===== config.mk =====
export PLATFORM = sky130hd
export DESIGN_NAME = lc3_writeback_flat
export DESIGN_NICKNAME = d
export VERILOG_FILES = /design/src/rtl/lc3_writeback_if.sv /design/src/rtl/lc3_writeback.sv /design/src/flat_wrapper.sv
export SDC_FILE = /design/constraint.sdc
export NUM_CORES = 1
export LEC_CHECK = 0
export ABC_AREA = 1
export ABC_CLOCK_PERIOD_IN_PS = 3330
export CAP_MARGIN = 20
export CELL_PAD_IN_SITES_DETAIL_PLACEMENT = 1
export CELL_PAD_IN_SITES_GLOBAL_PLACEMENT = 2
export CORE_ASPECT_RATIO = 0.7
export CORE_MARGIN = 5
export CORE_UTILIZATION = 25
export CTS_CLUSTER_SIZE = 30
export DETAILED_ROUTE_END_ITERATION = 16
export DONT_BUFFER_PORTS = 1
export PLACE_DENSITY = 0.67
export SLEW_MARGIN = 40
export SYNTH_ARGS = -nofsm -noshare
export SYNTH_HDL_FRONTEND = slang
export SYNTH_SLANG_ARGS = --single-unit

===== constraint.sdc =====
create_clock -name clk -period 3.33 [get_ports clk]
set_input_delay 0.1665 -clock clk [delete_from_list [all_inputs] [get_ports clk]]
set_output_delay 0.1665 -clock clk [all_outputs]
set_load 0.005 [all_outputs]

===== src/rtl/lc3_writeback_if.sv =====
// lc3_writeback_if: instruction-retire bus feeding the LC-3 writeback stage.
//   master (upstream pipeline / memory side):
//     drives  wb_valid, wb_dr, wb_src, wb_set_cc, alu_result, pc_value,
//             mem_rdata, mem_ready
//     samples wb_ready
//   slave (writeback stage): the mirror image.
interface lc3_writeback_if;
    logic        wb_valid;
    logic        wb_ready;
    logic [2:0]  wb_dr;
    logic [1:0]  wb_src;
    logic        wb_set_cc;
    logic [15:0] alu_result;
    logic [15:0] pc_value;
    logic [15:0] mem_rdata;
    logic        mem_ready;

    modport master (
        output wb_valid, wb_dr, wb_src, wb_set_cc,
        output alu_result, pc_value, mem_rdata, mem_ready,
        input  wb_ready
    );

    modport slave (
        input  wb_valid, wb_dr, wb_src, wb_set_cc,
        input  alu_result, pc_value, mem_rdata, mem_ready,
        output wb_ready
    );
endinterface


===== src/rtl/lc3_writeback.sv =====
// lc3_writeback: LC-3 writeback stage in front of the register file write port.
// Takes one retiring instruction at a time, picks its result (ALU, load data or
// PC link), waits on the memory handshake for loads (with timeout), then issues
// a single-cycle register write and optionally updates the NZP codes.
// Ports:
//   clk, rst         clock, synchronous active-high reset
//   bus (slave)      upstream instruction offer + memory load handshake
//   reg_write_en     register file write strobe (one cycle per write)
//   DR, write_data   register file index / data, held between writes
//   nzp              condition codes {N,Z,P}
//   wb_done          one-cycle pulse per retired instruction (incl. aborted loads)
//   mem_err          one-cycle pulse when a load times out
//   retired_count    retired-instruction counter, wraps
module lc3_writeback #(
    parameter int MEM_TIMEOUT = 16,
    parameter int CNT_W       = 16
) (
    input  logic             clk,
    input  logic             rst,
    lc3_writeback_if.slave   bus,
    output logic             reg_write_en,
    output logic [2:0]       DR,
    output logic [15:0]      write_data,
    output logic [2:0]       nzp,
    output logic             wb_done,
    output logic             mem_err,
    output logic [CNT_W-1:0] retired_count
);

    localparam int TW = $clog2(MEM_TIMEOUT + 1);
    localparam logic [TW-1:0] TCNT_LAST = TW'(MEM_TIMEOUT - 1);

    localparam logic [1:0] SRC_ALU  = 2'b00;
    localparam logic [1:0] SRC_MEM  = 2'b01;
    localparam logic [1:0] SRC_PC   = 2'b10;
    localparam logic [1:0] SRC_NONE = 2'b11;

    typedef enum logic [1:0] {
        IDLE     = 2'd0,
        WAIT_MEM = 2'd1,
        WRITE    = 2'd2
    } state_t;

    state_t        state, state_n;
    logic [TW-1:0] tcnt, tcnt_n;
    logic [2:0]    dr_q;
    logic          cc_q;
    logic          accept;
    logic          write_n, done_n, err_n;
    logic [2:0]    dr_n;
    logic [15:0]   wd_n;

    assign bus.wb_ready = (state == IDLE);
    assign accept       = bus.wb_valid && bus.wb_ready;

    always_comb begin
        // NOTE: every signal gets a default before the case so no path can infer a latch.
        state_n = state;
        tcnt_n  = tcnt;
        write_n = 1'b0;
        done_n  = 1'b0;
        err_n   = 1'b0;
        dr_n    = DR;
        wd_n    = write_data;
        case (state)
            IDLE: begin
                if (accept) begin
                    case (bus.wb_src)
                        SRC_ALU, SRC_PC: begin
                            wd_n    = (bus.wb_src == SRC_ALU) ? bus.alu_result : bus.pc_value;
                            dr_n    = bus.wb_dr;
                            write_n = 1'b1;
                            done_n  = 1'b1;
                            state_n = WRITE;
                        end
                        SRC_MEM: begin
                            // mem_ready is deliberately not looked at in the accept cycle
                            tcnt_n  = '0;
                            state_n = WAIT_MEM;
                        end
                        default: begin
                            // SRC_NONE: retire immediately, nothing written
                            done_n = 1'b1;
                        end
                    endcase
                end
            end
            WAIT_MEM: begin
                // data arriving on the last allowed cycle still beats the timeout
                if (bus.mem_ready) begin
                    wd_n    = bus.mem_rdata;
                    dr_n    = dr_q;
                    write_n = 1'b1;
                    done_n  = 1'b1;
                    state_n = WRITE;
                end else if (tcnt == TCNT_LAST) begin
                    err_n   = 1'b1;
                    done_n  = 1'b1;
                    state_n = IDLE;
                end else begin
                    tcnt_n = tcnt + TW'(1);
                end
            end
            WRITE:   state_n = IDLE;
            default: state_n = IDLE;
        endcase
    end

    always_ff @(posedge clk) begin
        if (rst) begin
            state         <= IDLE;
            tcnt          <= '0;
            dr_q          <= 3'd0;
            cc_q          <= 1'b0;
            reg_write_en  <= 1'b0;
            DR            <= 3'd0;
            write_data    <= 16'd0;
            nzp           <= 3'b010;
            wb_done       <= 1'b0;
            mem_err       <= 1'b0;
            retired_count <= '0;
        end else begin
            // NOTE: non-blocking assignments so every register samples pre-edge values.
            state        <= state_n;
            tcnt         <= tcnt_n;
            reg_write_en <= write_n;
            DR           <= dr_n;
            write_data   <= wd_n;
            wb_done      <= done_n;
            mem_err      <= err_n;
            if (accept) begin
                dr_q <= bus.wb_dr;
                cc_q <= bus.wb_set_cc;
            end
            if (done_n) begin
                retired_count <= retired_count + CNT_W'(1);
            end
            // write_data already holds the value being written during WRITE
            if (state == WRITE && cc_q) begin
                nzp <= {write_data[15], write_data == 16'd0,
                        !write_data[15] && (write_data != 16'd0)};
            end
        end
    end

endmodule


===== src/flat_wrapper.sv =====
// flat-port wrapper written by rule: the top's interface ports become plain ports
module lc3_writeback_flat 
#(
    parameter int MEM_TIMEOUT = 16,
    parameter int CNT_W       = 16
)
  (clk, rst, reg_write_en, DR, write_data, nzp, wb_done, mem_err, retired_count, bus_wb_valid, bus_wb_dr, bus_wb_src, bus_wb_set_cc, bus_alu_result, bus_pc_value, bus_mem_rdata, bus_mem_ready, bus_wb_ready);
  lc3_writeback_if bus_i ();
  input  logic clk;
  input  logic rst;
  output logic reg_write_en;
  output logic [2:0] DR;
  output logic [15:0] write_data;
  output logic [2:0] nzp;
  output logic wb_done;
  output logic mem_err;
  output logic [CNT_W-1:0] retired_count;
  input wire logic [$bits(bus_i.wb_valid)-1:0] bus_wb_valid;
  input wire logic [$bits(bus_i.wb_dr)-1:0] bus_wb_dr;
  input wire logic [$bits(bus_i.wb_src)-1:0] bus_wb_src;
  input wire logic [$bits(bus_i.wb_set_cc)-1:0] bus_wb_set_cc;
  input wire logic [$bits(bus_i.alu_result)-1:0] bus_alu_result;
  input wire logic [$bits(bus_i.pc_value)-1:0] bus_pc_value;
  input wire logic [$bits(bus_i.mem_rdata)-1:0] bus_mem_rdata;
  input wire logic [$bits(bus_i.mem_ready)-1:0] bus_mem_ready;
  output wire logic [$bits(bus_i.wb_ready)-1:0] bus_wb_ready;
  assign bus_i.wb_valid = bus_wb_valid;
  assign bus_i.wb_dr = bus_wb_dr;
  assign bus_i.wb_src = bus_wb_src;
  assign bus_i.wb_set_cc = bus_wb_set_cc;
  assign bus_i.alu_result = bus_alu_result;
  assign bus_i.pc_value = bus_pc_value;
  assign bus_i.mem_rdata = bus_mem_rdata;
  assign bus_i.mem_ready = bus_mem_ready;
  assign bus_wb_ready = bus_i.wb_ready;
  lc3_writeback #(.MEM_TIMEOUT(MEM_TIMEOUT), .CNT_W(CNT_W)) u_core (.clk(clk), .rst(rst), .bus(bus_i), .reg_write_en(reg_write_en), .DR(DR), .write_data(write_data), .nzp(nzp), .wb_done(wb_done), .mem_err(mem_err), .retired_count(retired_count));
endmodule

==> out/qor.txt <==
share of post-route cells with drive strength above 1: 8.399%
Worst Path Required: 3.52 ns
final setup TNS: 0 ns
CP Cell Sequence: ha_1 -> nand2_1 -> nor2_1 -> ha_1 -> inv_1 -> nand2_1 -> nand2_2 -> nand2_4 -> inv_2 -> nor2_1 -> nand2_1 -> nand2_1 -> nor2_1
post-CTS sizing: 0
Seq/Total Area, Yosys: 39.30%
Post-Synthesis Cells: 388
Post-synth top cells: nor2_1 (69), nand2_1 (68), dfxtp_1 (52)
VDD IR max: 0.1855 mV
fin crit share: 60.76%
post-synth top area share: 39.30%
gpl congestion: 0.7558
htree depth: 2
pin count of the biggest net entering global routing: 42
port bufs: 0
leak pwr: 1.049 nW
die area: 0.01279 mm²
Logic pwr share: 13.6%
highest clock rate: 0.4942 GHz
drt drc: 0
routed wire length: 8289 µm
Root Driver: clkbuf_16
Buffers & Inverters on Critical Path: 2
cell accounting for the most synthesized area: dfxtp_1
Startpoint Class: flip-flop
Total Routing Usage GR: 13.49%
first-pass GRT wire length: 13590 µm
area added between synthesis and finish: 9.117%
maxcap violations: 0
drt pass-1 iters: 4
post-route ant nets: 0
Clock Skew: 0.006765 ns
NetSw: 0.4131 mW
Clock Sinks: 52
crit path max fanout: 27
slowest CP cell: dfxtp_1
post-layout net count: 442
Post-Syn Area: 0.002649 mm²
Critical Path Max Stage Delay: 0.38 ns
final setup vio count: 0
Int Pwr: 1.003 mW
DR iter-0 viols: 156
Clk Latency, worst-skew pair: 0.29 ns
status: finished, final reports clean
die height: 96.12 µm
initial cell density of the core: 25.58%
Syn Nets: 450
clk buf depth: 2
Rows: 31
clock slew at reported path FFs: 0.07 ns
CP most frequent cell: nand2_1
HPWL after DPL: 6289 µm
CTS tree: yes
vias in the first global route: 2595
die width: 133.0 µm
most used flip-flop cell after synthesis: dfxtp_1
Setup CP Type: flip-flop to flip-flop
DR vias/cell: 4.797
synth warn: 0
RSZ-0062 raised after global routing: no
top-count cell post-synth: nor2_1
Avg Cell Area, Syn: 6.827 µm²
number of synthesized flops with an enable pin: 0
Synth async-reset ratio: 0%
crit end category: flip-flop
Synth cell types: 26
Clk pwr share: 37.0%
gr ovfl total: 0
count of pins over their slew limit: 0
crit path DAT: 2.21 ns
# IOs: 100
Worst-Margin Slew: 0.6538 ns
antenna violations before repair: 0
vias: 2461
Final Critical Period: 2.023 ns
Hold Fails Final Rpt: 0
fin util: 27.91%
worst rel slew slack: 56.35%
switch share: 29.17%
CTS Buf Count: 5
Hold Crit Class: input pin to flip-flop
core area: 0.01036 mm²
wire per inst: 16.16 µm
delay-heaviest family, CP: simple AND/OR/NAND/NOR gates
synthesis-stage register bit count: 52
power per cell area: 490.0 mW/mm²
synth top area cells: dfxtp_1 (39%), nor2_1 (9.8%), nand2_1 (9.6%)
Seq pwr share: 49.4%
ANT cells: 0
final cells by class:
type | instances | area [µm²]
multi-input cells | 292 | 1410
clock inverters | 3 | 18.77
clock buffers | 5 | 125.1
fillers | 1303 | 7466
inverters | 26 | 97.59
well taps | 132 | 165.2
repair buffers | 3 | 32.53
flip-flops and latches | 52 | 1041
registers in the layout, summed over array words and instances (netlist names):
name / count
u_core.write_data: 16
u_core.retired_count: 16
u_core.wb_done: 1
u_core.state: 2
u_core.tcnt: 5
u_core.reg_write_en: 1
u_core.DR: 3
u_core.mem_err: 1
u_core.nzp: 3
u_core.dr_q: 3
u_core.cc_q: 1
final timing paths:
path	from	to	slack, ns	cells past startpoint
setup / recovery	u_core.tcnt[0]	u_core.retired_count[7]	1.31	13
hold / removal	bus_wb_set_cc	u_core.cc_q	0.04	2
setup reg to reg	u_core.tcnt[0]	u_core.retired_count[7]	1.31	13
hold reg to reg	u_core.tcnt[1]	u_core.tcnt[1]	0.47	2
cell usage in the layout, fill, tap and decap left out, drive strengths merged, types with 4 or more instances in the layout:
cell	instances
nand3	32
inv	26
ha	4
clkbuf	5
dfxtp	52
nor2	72
nand2	71
o21ai	67
a21oi	40
metal layers:
metal	track usage [%]	share of wire, %	up-vias
li1	-	-	1266
met2	20.69	43	48
met4	2.336	0.54	0
met5	0	0	-
met1	17.28	48	1143
met3	6.792	9.4	4
metrics by stage:
stage	area [µm²]	worst slack (ns)	cells	total power [mW]	hold slack [ns]
floorplan	2649	1.755	388	0.8667	0.3300
finish	2890	1.307	513	1.416	0.04080
global route	2890	1.042	513	1.509	0.03779
global placement	2721	1.297	503	0.9003	0.2392
detailed placement	2736	1.297	504	0.9098	0.2429
CTS	2890	1.264	513	1.449	0.02993
power groups by stage:
stage	registers (mW)	clock network, mW	logic, mW
after floorplan	0.700	0	0.166
after global placement	0.715	0	0.185
after detailed placement	0.716	0	0.194
after CTS	0.702	0.550	0.197
after global routing	0.708	0.575	0.225
final	0.699	0.524	0.193
kinds of logic after synthesis:
family / count (synthesis) / synth area share (%)
AO/OA/AOI/OAI: 108 / 22.44
flip-flops: 52 / 39.30
buffers and inverters: 44 / 7.463
AND/OR/NAND/NOR: 180 / 28.91
adder cells (fa/ha/maj): 4 / 1.890
timing repair:
action	in CTS	in global routing
endpoints found under the setup margin	0	0
endpoints found under the hold margin	9	0
hold buffers	1	0
buffers inserted	0	0
worst register-to-register path: stages, from the launching register on:
cell and delay, ns:
dfxtp_1 0.38, ha_1 0.22, nand2_1 0.06, nor2_1 0.17, ha_1 0.18, inv_1 0.04
nand2_1 0.06, nand2_2 0.09, nand2_4 0.27, inv_2 0.10, nor2_1 0.18, nand2_1 0.07
nand2_1 0.06, nor2_1 0.05
Note: power is estimated with default switching activity, not from simulation.
